File: src/rtl/calc_pkg.sv
// Key codes shared by the keypad scanner and the key-entry consumer.
package calc_pkg;
    localparam logic [4:0] PLUS  = 5'h10;
    localparam logic [4:0] MINUS = 5'h11;
    localparam logic [4:0] BACKS = 5'h12;
    localparam logic [4:0] ENTER = 5'h13;
    localparam logic [4:0] UP    = 5'h14;
    localparam logic [4:0] DOWN  = 5'h15;
    localparam logic [4:0] NOP   = 5'h16;

    function automatic logic is_digit(input logic [4:0] code);
        return code <= 5'd9;
    endfunction

    // Anything outside digits and PLUS..DOWN behaves like NOP.
    function automatic logic is_key(input logic [4:0] code);
        return is_digit(code) || (code >= PLUS && code <= DOWN);
    endfunction
endpackage

File: src/rtl/key_debounce.sv
// Press/release debouncer: one accept strobe per physical key press.
module key_debounce
    import calc_pkg::*;
#(
    parameter int HOLD_CYCLES    = 4,
    parameter int RELEASE_CYCLES = 4
) (
    input  logic       i_clk,
    input  logic       i_rst,
    input  logic       i_intro,
    input  logic [4:0] i_value,
    output logic       o_accept,
    output logic [4:0] o_code
);
    localparam int CNT_MAX = (HOLD_CYCLES > RELEASE_CYCLES) ? HOLD_CYCLES : RELEASE_CYCLES;
    localparam int CW      = $clog2(CNT_MAX + 1);
    localparam logic [CW-1:0] ONE      = 1;
    localparam logic [CW-1:0] HOLD_END = CW'(HOLD_CYCLES - 1);
    localparam logic [CW-1:0] REL_END  = CW'(RELEASE_CYCLES - 1);

    localparam logic [1:0] S_IDLE    = 2'd0;
    localparam logic [1:0] S_CONFIRM = 2'd1;
    localparam logic [1:0] S_HELD    = 2'd2;
    localparam logic [1:0] S_RELEASE = 2'd3;

    logic [1:0]    r_state;
    logic [CW-1:0] r_cnt;
    logic [4:0]    r_code;
    logic          w_match;

    assign w_match  = i_intro && (i_value == r_code);
    assign o_accept = (r_state == S_CONFIRM) && w_match && (r_cnt == HOLD_END);
    assign o_code   = r_code;

    // Reset lands in RELEASE so a key held through reset must be let go first.
    always_ff @(posedge i_clk or posedge i_rst) begin
        if (i_rst) begin
            r_state <= S_RELEASE;
            r_cnt   <= '0;
            r_code  <= NOP;
        end else begin
            case (r_state)
                S_IDLE: begin
                    if (i_intro && is_key(i_value)) begin
                        r_state <= S_CONFIRM;
                        r_code  <= i_value;
                        r_cnt   <= ONE;
                    end
                end
                S_CONFIRM: begin
                    if (!i_intro) begin
                        r_state <= S_IDLE;
                    end else if (i_value != r_code) begin
                        if (is_key(i_value)) begin
                            r_code <= i_value;
                            r_cnt  <= ONE;
                        end else begin
                            r_state <= S_IDLE;
                        end
                    end else if (r_cnt == HOLD_END) begin
                        r_state <= S_HELD;
                    end else begin
                        r_cnt <= r_cnt + ONE;
                    end
                end
                S_HELD: begin
                    if (!i_intro) begin
                        r_state <= S_RELEASE;
                        r_cnt   <= ONE;
                    end
                end
                S_RELEASE: begin
                    if (i_intro) begin
                        r_state <= S_HELD;
                    end else if (r_cnt == REL_END) begin
                        r_state <= S_IDLE;
                    end else begin
                        r_cnt <= r_cnt + ONE;
                    end
                end
                default: r_state <= S_IDLE;
            endcase
        end
    end
endmodule

File: src/rtl/key_entry.sv
// Key-entry consumer: debounced keys build a BCD operand and drive commit/op pulses.
module key_entry
    import calc_pkg::*;
#(
    parameter int DIGITS         = 4,
    parameter int HOLD_CYCLES    = 4,
    parameter int RELEASE_CYCLES = 4
) (
    input  logic                         clk,
    input  logic                         rst,
    input  logic                         intro,
    input  logic [4:0]                   value,
    output logic [4*DIGITS-1:0]          operand,
    output logic [$clog2(DIGITS+1)-1:0]  digit_count,
    output logic                         key_event,
    output logic [4:0]                   key_code,
    output logic                         entry_valid,
    output logic [4*DIGITS-1:0]          operand_out,
    output logic                         op_valid,
    output logic [4:0]                   op_code,
    output logic                         overflow
);
    localparam int OW = 4 * DIGITS;
    localparam int CW = $clog2(DIGITS + 1);
    localparam logic [CW-1:0] ONE  = 1;
    localparam logic [CW-1:0] FULL = CW'(DIGITS);

    logic          w_accept;
    logic [4:0]    w_code;
    logic [OW-1:0] r_operand;
    logic [CW-1:0] r_count;
    logic          r_key_event;
    logic [4:0]    r_key_code;
    logic          r_entry_valid;
    logic [OW-1:0] r_operand_out;
    logic          r_op_valid;
    logic [4:0]    r_op_code;
    logic          r_overflow;

    key_debounce #(
        .HOLD_CYCLES    (HOLD_CYCLES),
        .RELEASE_CYCLES (RELEASE_CYCLES)
    ) u_debounce (
        .i_clk    (clk),
        .i_rst    (rst),
        .i_intro  (intro),
        .i_value  (value),
        .o_accept (w_accept),
        .o_code   (w_code)
    );

    always_ff @(posedge clk or posedge rst) begin
        if (rst) begin
            r_operand     <= '0;
            r_count       <= '0;
            r_key_event   <= 1'b0;
            r_key_code    <= '0;
            r_entry_valid <= 1'b0;
            r_operand_out <= '0;
            r_op_valid    <= 1'b0;
            r_op_code     <= '0;
            r_overflow    <= 1'b0;
        end else begin
            r_key_event   <= w_accept;
            r_entry_valid <= 1'b0;
            r_op_valid    <= 1'b0;
            r_overflow    <= 1'b0;
            if (w_accept) begin
                r_key_code <= w_code;
                if (is_digit(w_code)) begin
                    // The cast keeps the low OW bits, dropping the oldest digit slot.
                    if (r_count < FULL) begin
                        r_operand <= OW'({r_operand, w_code[3:0]});
                        r_count   <= r_count + ONE;
                    end else begin
                        r_overflow <= 1'b1;
                    end
                end else begin
                    case (w_code)
                        BACKS: begin
                            r_operand <= r_operand >> 4;
                            if (r_count != '0) r_count <= r_count - ONE;
                        end
                        ENTER: begin
                            r_entry_valid <= 1'b1;
                            r_operand_out <= r_operand;
                            r_operand     <= '0;
                            r_count       <= '0;
                        end
                        PLUS, MINUS: begin
                            r_entry_valid <= 1'b1;
                            r_op_valid    <= 1'b1;
                            r_op_code     <= w_code;
                            r_operand_out <= r_operand;
                            r_operand     <= '0;
                            r_count       <= '0;
                        end
                        UP, DOWN: begin
                            r_op_valid <= 1'b1;
                            r_op_code  <= w_code;
                        end
                        default: ;
                    endcase
                end
            end
        end
    end

    assign operand     = r_operand;
    assign digit_count = r_count;
    assign key_event   = r_key_event;
    assign key_code    = r_key_code;
    assign entry_valid = r_entry_valid;
    assign operand_out = r_operand_out;
    assign op_valid    = r_op_valid;
    assign op_code     = r_op_code;
    assign overflow    = r_overflow;
endmodule

File: config.mk
export PLATFORM = sky130hd
export DESIGN_NAME = key_entry
export DESIGN_NICKNAME = d
export VERILOG_FILES = /design/src/rtl/calc_pkg.sv /design/src/rtl/key_debounce.sv /design/src/rtl/key_entry.sv
export SDC_FILE = /design/constraint.sdc
export NUM_CORES = 1
export LEC_CHECK = 0
export ABC_AREA = 1
export CORE_ASPECT_RATIO = 0.8
export CORE_MARGIN = 10
export CORE_UTILIZATION = 55
export DETAILED_ROUTE_END_ITERATION = 16
export GPL_TIMING_DRIVEN = 0
export PLACE_DENSITY_LB_ADDON = 0.05
export SLEW_MARGIN = 20
export SYNTH_ARGS = -nofsm -noshare
export SYNTH_HDL_FRONTEND = slang
export SYNTH_SLANG_ARGS = --single-unit
File: constraint.sdc
create_clock -name clk -period 4.7 [get_ports clk]
set_clock_uncertainty 0.05 [all_clocks]
set_input_delay 0.47 -clock clk [delete_from_list [all_inputs] [get_ports clk]]
set_output_delay 0.47 -clock clk [all_outputs]
set_load 0.03 [all_outputs]
==> results by group, run 1 <==
Synth
  – Syn_nets: approximately 380
  – Cell Area, Synth: slightly above 3000 sq um
  – Synth area leaders: dfrtp_1, nand2_1, inv_1
  – #FFs+latches synth: 59
  – Seq/Total Area, Yosys: 0.484
  – Yosys cell types: 31
  – Share of the synthesized area in the top cell type: 0.441
  – Post-Syn Instances: around 370
  – Yosys warning total: 0
  – Yosys top cell by area: dfrtp_1
  – Mapped Avg Cell Area: 8.35 sq um

Detailed routing
  – Routed WL per cell: about 14 um
  – Vias: ~2.6k
  – Final WL: ~7100 um
  – Post-route DRC violation count: 0
  – Vias per cell: between 4 and 5
  – Initial DRC Count: between 150 and 200
  – DRT antenna net count: 0
  – Drt first pass iters: 4

Finish
  – Fill cell count: between 400 and 500
  – Synth-to-layout area growth: 29.0%
  – Layout Nets: between 400 and 500
  – Most frequent cells in the layout: nand2_1, inv_1, clkdlybuf4s50_1, dfrtp_1, nor2_1
  – Share of cells above drive strength 1: 0.177
  – FF+latch area: about 1500 sq um
  – Multi-input gate area: 1240 sq um
  – Inserted Diodes: 0
  – Commonest non-fill, non-tap cell in the layout: nand2_1

Power and ir drop
  – Int Pwr: around 980 uW
  – Sw frac: 0.342
  – LEAKAGE: between 2 and 2.5 nW
  – P_sw: around 500 uW
  – Overall power: approximately 1.5 mW
  – Clock share of power: 0.332
  – Seq pwr share: 0.395
  – Comb pwr share: 0.274
  – Cell Pwr Density: about 380 nW/um^2
  – VDD IR max: between 0.2 and 0.25 mV

Hold path
  – Worst hold path class: input pin to asynchronous set/reset pin

Critical path
  – Req. time, crit path: roughly 4200 ps
  – CP Launch Type: register
  – Slowest stage delay, CP: about 700 ps
  – CP Capture Type: primary output
  – CP top delay family: buffers and inverters
  – CP Max Fanout: 5
  – Crit path DAT: roughly 1500 ps
  – Slowest CP cell: clkdlybuf4s50_1
  – Crit-path cells: clkdlybuf4s50_1
  – WP buf/inv: 1
  – Crit Path Class: register to primary output

CTS
  – Clk buf depth: 2
  – Num CTS Buffers: 9
  – Post-CTS setup buffers: 0
  – Worst-skew pair later-pin latency: between 300 and 400 ps
  – H-tree levels: 3
  – CTS root buffer: clkbuf_8
  – CTS tree: done
  – Clock slew at reported path FFs: about 70 ps
  – Hold Buf Count CTS: 0
  – Post-CTS sizing: 0
  – CTS sink cnt: roughly 60

STA
  – Final worst-path cycle share: 0.429
  – Unrepaired setup endpoints after global routing: false
  – Final Hold Fails: 0
  – Worst slew margin: 0.624
  – Max Fclk: ~500 MHz
  – Setup violators final: 0
  – Actual transition at the worst max-transition pin: 563 ps
  – Max-slew violation count: 0
  – Setup Total Neg Slack: 0 ps
  – Post-layout min period: a little over 2000 ps

Global routing
  – Initial antenna violation count: 0
  – GR Util All Layers: 0.168
  – Congestion Overflow GR: 0
  – Vias in the first global route: around 2.4k
  – Pin count of the biggest net entering global routing: 35
  – First-pass GRT wire length: between 10,000 and 15,000 um

Flow run
  – Max-Cap Viols: 0

Die
  – Die area: 8980 sq um
  – CORE AREA: approximately 5400 sq um
  – DIE WIDTH: about 100 um
  – Vert. Die Dim: a little under 90 um
  – Starting Density: 0.564
  – I/O Pins: 57
  – Cell Rows: 24

Outcome
  – Outcome: finished, final reports clean

Placement
  – Port bufs: 56
  – Detailed Place HPWL: a little over 5000 um
  – Routability-driven placement congestion ratio: 0.843
-- final cells by class --
type,instances,area share
inverter,63,0.0605
clock buffer,10,0.0323
multi-input combinational,234,0.314
sequential,59,0.375
timing repair buffer,57,0.147
buffer,11,0.0260
clock inverter,6,0.0203
tap,78,0.0247
-- kinds of logic (layout without fill, tap and decap cells) --
family	Yosys count	count (layout)	share of synthesized area
simple gates	176	176	0.272
xor+xnor	2	2	0.00817
flops	59	59	0.484
compound gates	50	50	0.103
fa+ha+maj	4	4	0.0163
buf+inv	74	147	0.111
mux	2	2	0.00653
-- state kept, by name (all words and copies together), names as in the netlist --
register and count:
operand 16, operand_out 16, key_code 5, op_code 5
u_debounce.o_code 5, digit_count 3, u_debounce.r_cnt 3, u_debounce.r_state 2
entry_valid 1, key_event 1, op_valid 1, overflow 1
-- layer usage --
| layer | GRT usage | share of wire |
|---|---|---|
| met1 | 0.216 | 0.45 |
| met2 | 0.254 | 0.46 |
| met3 | 0.0636 | 0.078 |
| met4 | 0.0555 | 0.013 |
| met5 | 0 | 0 |
-- cells in the mapped netlist --
library cell,instances
xnor2_2,1
nand3b_1,5
nand3_2,1
dfstp_2,5
nor2_2,1
buf_2,1
a31oi_1,1
nor2_8,1
nand3_1,16
a21oi_1,8
mux2i_1,2
nand2_4,2
clkbuf_1,1
nor2_4,2
nand2_1,100
ha_1,4
nor3_1,2
o21ai_2,15
o21ai_1,6
buf_4,2
buf_6,7
o21ai_0,14
inv_1,58
xnor2_1,1
nand4_4,1
nand4_1,6
dfrtp_1,54
nor2_1,22
inv_2,5
nand2_2,17
o22ai_1,6
-- metrics by stage --
| stage | hold slack (ps) | std cells | setup slack, ps | util | area (sq um) |
|---|---|---|---|---|---|
| detailed placement | 399 | 502 | 2360 | 0.689 | 3740 |
| global route | 430 | 518 | 2520 | 0.727 | 3950 |
| CTS | 402 | 518 | 2670 | 0.727 | 3950 |
| global placement | 395 | 501 | 1660 | 0.685 | 3720 |
| finish | 397 | 518 | 2680 | 0.727 | 3950 |
| floorplan | 421 | 367 | 2730 | - | 3060 |
-- power by group through the flow --
stage	registers, mW	clock network, mW	logic (mW)
detailed placement	0.596	0	0.403
CTS	0.587	0.503	0.407
floorplan	0.599	0	0.298
finish	0.588	0.494	0.408
global route	0.593	0.522	0.460
global placement	0.596	0	0.390
-- final timing paths --
check                      slack [ps]                     to  cells after the start                  from
max reg2reg                      2780             operand[6]                     12  u_debounce.o_code[1]
max                              2680         digit_count[0]                      1        digit_count[0]
min                               400        operand_out[15]                      2                   rst
max in group asynchronous        3640  u_debounce.r_state[1]                      3                   rst
min in group clk                  410             op_code[4]                      2            op_code[4]
min reg2reg                       410             op_code[4]                      2            op_code[4]
(Power assumes the default switching activity.)
==> run 2: changes to the inputs <==
--- a/config.mk
+++ b/config.mk
@@ -8,7 +8,7 @@
 export ABC_AREA = 1
 export CORE_ASPECT_RATIO = 0.8
 export CORE_MARGIN = 10
-export CORE_UTILIZATION = 55
+export CORE_UTILIZATION = 52
 export DETAILED_ROUTE_END_ITERATION = 16
 export GPL_TIMING_DRIVEN = 0
 export PLACE_DENSITY_LB_ADDON = 0.05
==> constraint.sdc (replaced) <==
create_clock -name clk -period 2.1 [get_ports clk]
set_clock_uncertainty 0.05 [all_clocks]
set_input_delay 0.21 -clock clk [delete_from_list [all_inputs] [get_ports clk]]
set_output_delay 0.21 -clock clk [all_outputs]
set_load 0.03 [all_outputs]
==> run 2 against run 1 <==
  * Via count is 1.0% lower
  * Combinational power is 120% higher
  * Sequential cell count is the same
  * Count of clock-buffer cells in the layout is 1 higher
  * Critical path depth increased by 9
  * Non-clock buffer count did not move
  * Worst hold slack got worse by 340 ps
  * Setup slack got worse by 2500 ps
  * Global-route usage is 0.58 points lower
  * Register-to-register slack got worse by 2600 ps
  * Critical endpoint is now operand_out[7]
==> results by group, run 2 (synthesis results as in run 1) <==
Outcome
  – Outcome: finished, final reports clean (unchanged)

STA
  – Unrepaired setup endpoints after global routing: false (unchanged)
  – Final Hold Fails: 0 (unchanged)
  – Setup violators final: 0 (unchanged)
  – Max-slew violation count: 0 (unchanged)
  – Post-layout min period: 1900 ps
  – Worst slew margin: 0.619 (was 0.624)
  – Max Fclk: 526 MHz
  – Final worst-path cycle share: 0.905
  – Actual transition at the worst max-transition pin: 569 ps (was 563 ps)

Placement
  – Port bufs: 56 (unchanged)
  – Placed inst area: 3750 sq um (was 3740 sq um)
  – Routability-driven placement congestion ratio: 0.825 (was 0.843)
  – Detailed Place HPWL: 5250 um (was 5150 um)

Power and ir drop
  – Clock share of power: 0.313 (was 0.332)
  – Sw frac: 0.350 (was 0.342)
  – VDD IR max: 0.480 mV (was 0.221 mV)
  – Int Pwr: 2.11 mW (was 980 uW)
  – Cell Pwr Density: 823 nW/um^2 (was 377 nW/um^2)
  – Comb pwr share: 0.282 (was 0.274)
  – Seq pwr share: 0.405 (was 0.395)
  – P_sw: 1.14 mW (was 510 uW)
  – LEAKAGE: 2.01 nW (was 2.02 nW)
  – Overall power: 3.25 mW (was 1.49 mW)

Detailed routing
  – Final WL: 7180 um (was 7070 um)
  – DRT antenna net count: 0 (unchanged)
  – Vias: 2,544 (was 2,570)
  – Initial DRC Count: 125 (was 161)
  – Vias per cell: 4.91 (was 4.96)
  – Post-route DRC violation count: 0 (unchanged)
  – Drt first pass iters: 4 (unchanged)
  – Routed WL per cell: 13.9 um (was 13.6 um)

Finish
  – Inserted Diodes: 0 (unchanged)
  – Fill cell count: 475 (was 433)
  – Layout Nets: 447 (unchanged)
  – Core Util, Final: 0.707 (was 0.727)
  – FF+latch area: 1480 sq um (unchanged)
  – Fin area: 3950 sq um (about the same)
  – Synth-to-layout area growth: 28.9% (was 29.0%)
  – Multi-input gate area: 1240 sq um (unchanged)
  – Share of cells above drive strength 1: 0.177 (unchanged)
  – Most frequent cells in the layout: nand2_1, inv_1, clkdlybuf4s50_1, dfrtp_1, nor2_1 (unchanged)
  – Commonest non-fill, non-tap cell in the layout: nand2_1 (unchanged)

Critical path
  – Top cell by count, worst path: nand2_2
  – Slowest CP cell: dfstp_2 (was clkdlybuf4s50_1)
  – Crit Path Class: register to register (was register to primary output)
  – Crit path DAT: 2070 ps (was 1500 ps)
  – Slowest stage delay, CP: 560 ps (was 710 ps)
  – CP Launch Type: register (unchanged)
  – Crit-path cells: inv_2 -> nand2_2 -> nand2_2 -> nor2_4 -> nand4_4 -> nor2_8 -> nand2_4 -> buf_6 -> nand2_2 -> o21ai_2 (was clkdlybuf4s50_1)
  – CP Capture Type: register (was primary output)
  – R2R setup slack: 200 ps (was 2780 ps)
  – Req. time, crit path: 2270 ps (was 4180 ps)
  – CP Max Fanout: 10 (was 5)

CTS
  – Hold Buf Count CTS: 0 (unchanged)
  – CTS root buffer: clkbuf_8 (unchanged)
  – Clk buf depth: 2 (unchanged)
  – Post-CTS setup buffers: 0 (unchanged)
  – H-tree levels: 3 (unchanged)
  – CTS tree: done (unchanged)
  – Clock slew at reported path FFs: 70 ps (about the same)
  – CTS sink cnt: 59 (unchanged)
  – Worst-skew pair later-pin latency: 340 ps (about the same)
  – Num CTS Buffers: 9 (unchanged)

Hold path
  – Worst hold path class: input pin to asynchronous set/reset pin (unchanged)

Die
  – Cell Rows: 24 (unchanged)
  – Starting Density: 0.549 (was 0.564)
  – CORE AREA: 5590 sq um (was 5440 sq um)
  – Vert. Die Dim: 88.7 um (was 86.8 um)
  – I/O Pins: 57 (unchanged)
  – Die area: 9380 sq um (was 8980 sq um)
  – DIE WIDTH: 106 um (was 103 um)

Global routing
  – Vias in the first global route: 2,525 (was 2,425)
  – Congestion Overflow GR: 0 (unchanged)
  – First-pass GRT wire length: 12,300 um (was 11,800 um)
  – Pin count of the biggest net entering global routing: 54 (was 35)
  – Initial antenna violation count: 0 (unchanged)
  – GR Util All Layers: 0.162 (was 0.168)

Flow run
  – Max-Cap Viols: 0 (unchanged)
run 2: cell types whose count changed in the layout (fill, tap and decap cells not counted), sizes merged:
cell,delta
clkinv,-1
clkbuf,+2
bufinv,-1
clkinvlp,+1
buf,-1
run 2: final cells by class:
cell class | instances | share of cell area
sequential | 59 | 0.375
multi-input combinational | 234 | 0.315
timing repair buffer | 57 | 0.149
inverter | 63 | 0.0605
clock buffer | 11 | 0.0358
buffer | 11 | 0.0266
tap | 78 | 0.0247
clock inverter | 5 | 0.0133
run 2: path summary, 6_finish.rpt:
kind	depth (start not counted)	startpoint	endpoint
min	2	rst	op_code[0]
max in group asynchronous	3	rst	u_debounce.r_state[0]
max reg2reg	10	u_debounce.o_code[1]	operand_out[7]
min reg2reg	2	op_code[4]	op_code[4]
min in group clk	2	op_code[4]	op_code[4]
max	10	u_debounce.o_code[1]	operand_out[7]
run 2: timing repair:
| action | 4_1_cts | 5_1_grt |
|---|---|---|
| gates resized for setup | 0 | 1 |
| endpoints found under the setup margin | 0 | 2 |
| endpoints found under the hold margin | 0 | 0 |
run 2: layer usage:
metal,part of all wire,global-route usage,vias to the layer above
li1,-,-,1278
met1,0.46,0.204,1182
met2,0.45,0.248,78
met3,0.077,0.0741,6
met4,0.0082,0.0454,0
met5,0,0,-
run 2: power groups by stage:
stage          Combinational [mW]  Clock, mW  Sequential, mW
4_1_cts                     0.908       1.03            1.31
3_5_place_dp                0.902          0            1.34
6_report                    0.916       1.02            1.32
3_3_place_gp                0.875          0            1.33
5_1_grt                      1.03       1.09            1.33
2_1_floorplan               0.667          0            1.34
run 2: metrics by stage:
step / instances / setup WS, ps / setup TNS (ps) / hold WS (ps)
CTS: 518 / 200 / 0 / 53.5
global route: 518 / 19.7 / 0 / 55.0
detailed placement: 502 / 13.1 / 0 / 400
floorplan: 367 / 392 / 0 / 278
finish: 518 / 199 / 0 / 60.5
global placement: 501 / -671 / -36720 / 395
run 2: worst max-delay path: cells and delay by family (launching register included):
| kind | cells | cell delay, ps |
|---|---|---|
| AND/OR/NAND/NOR | 7 | 830 |
| buffers and inverters | 2 | 280 |
| AO/OA/AOI/OAI | 1 | 50 |
| flip-flops | 1 | 560 |
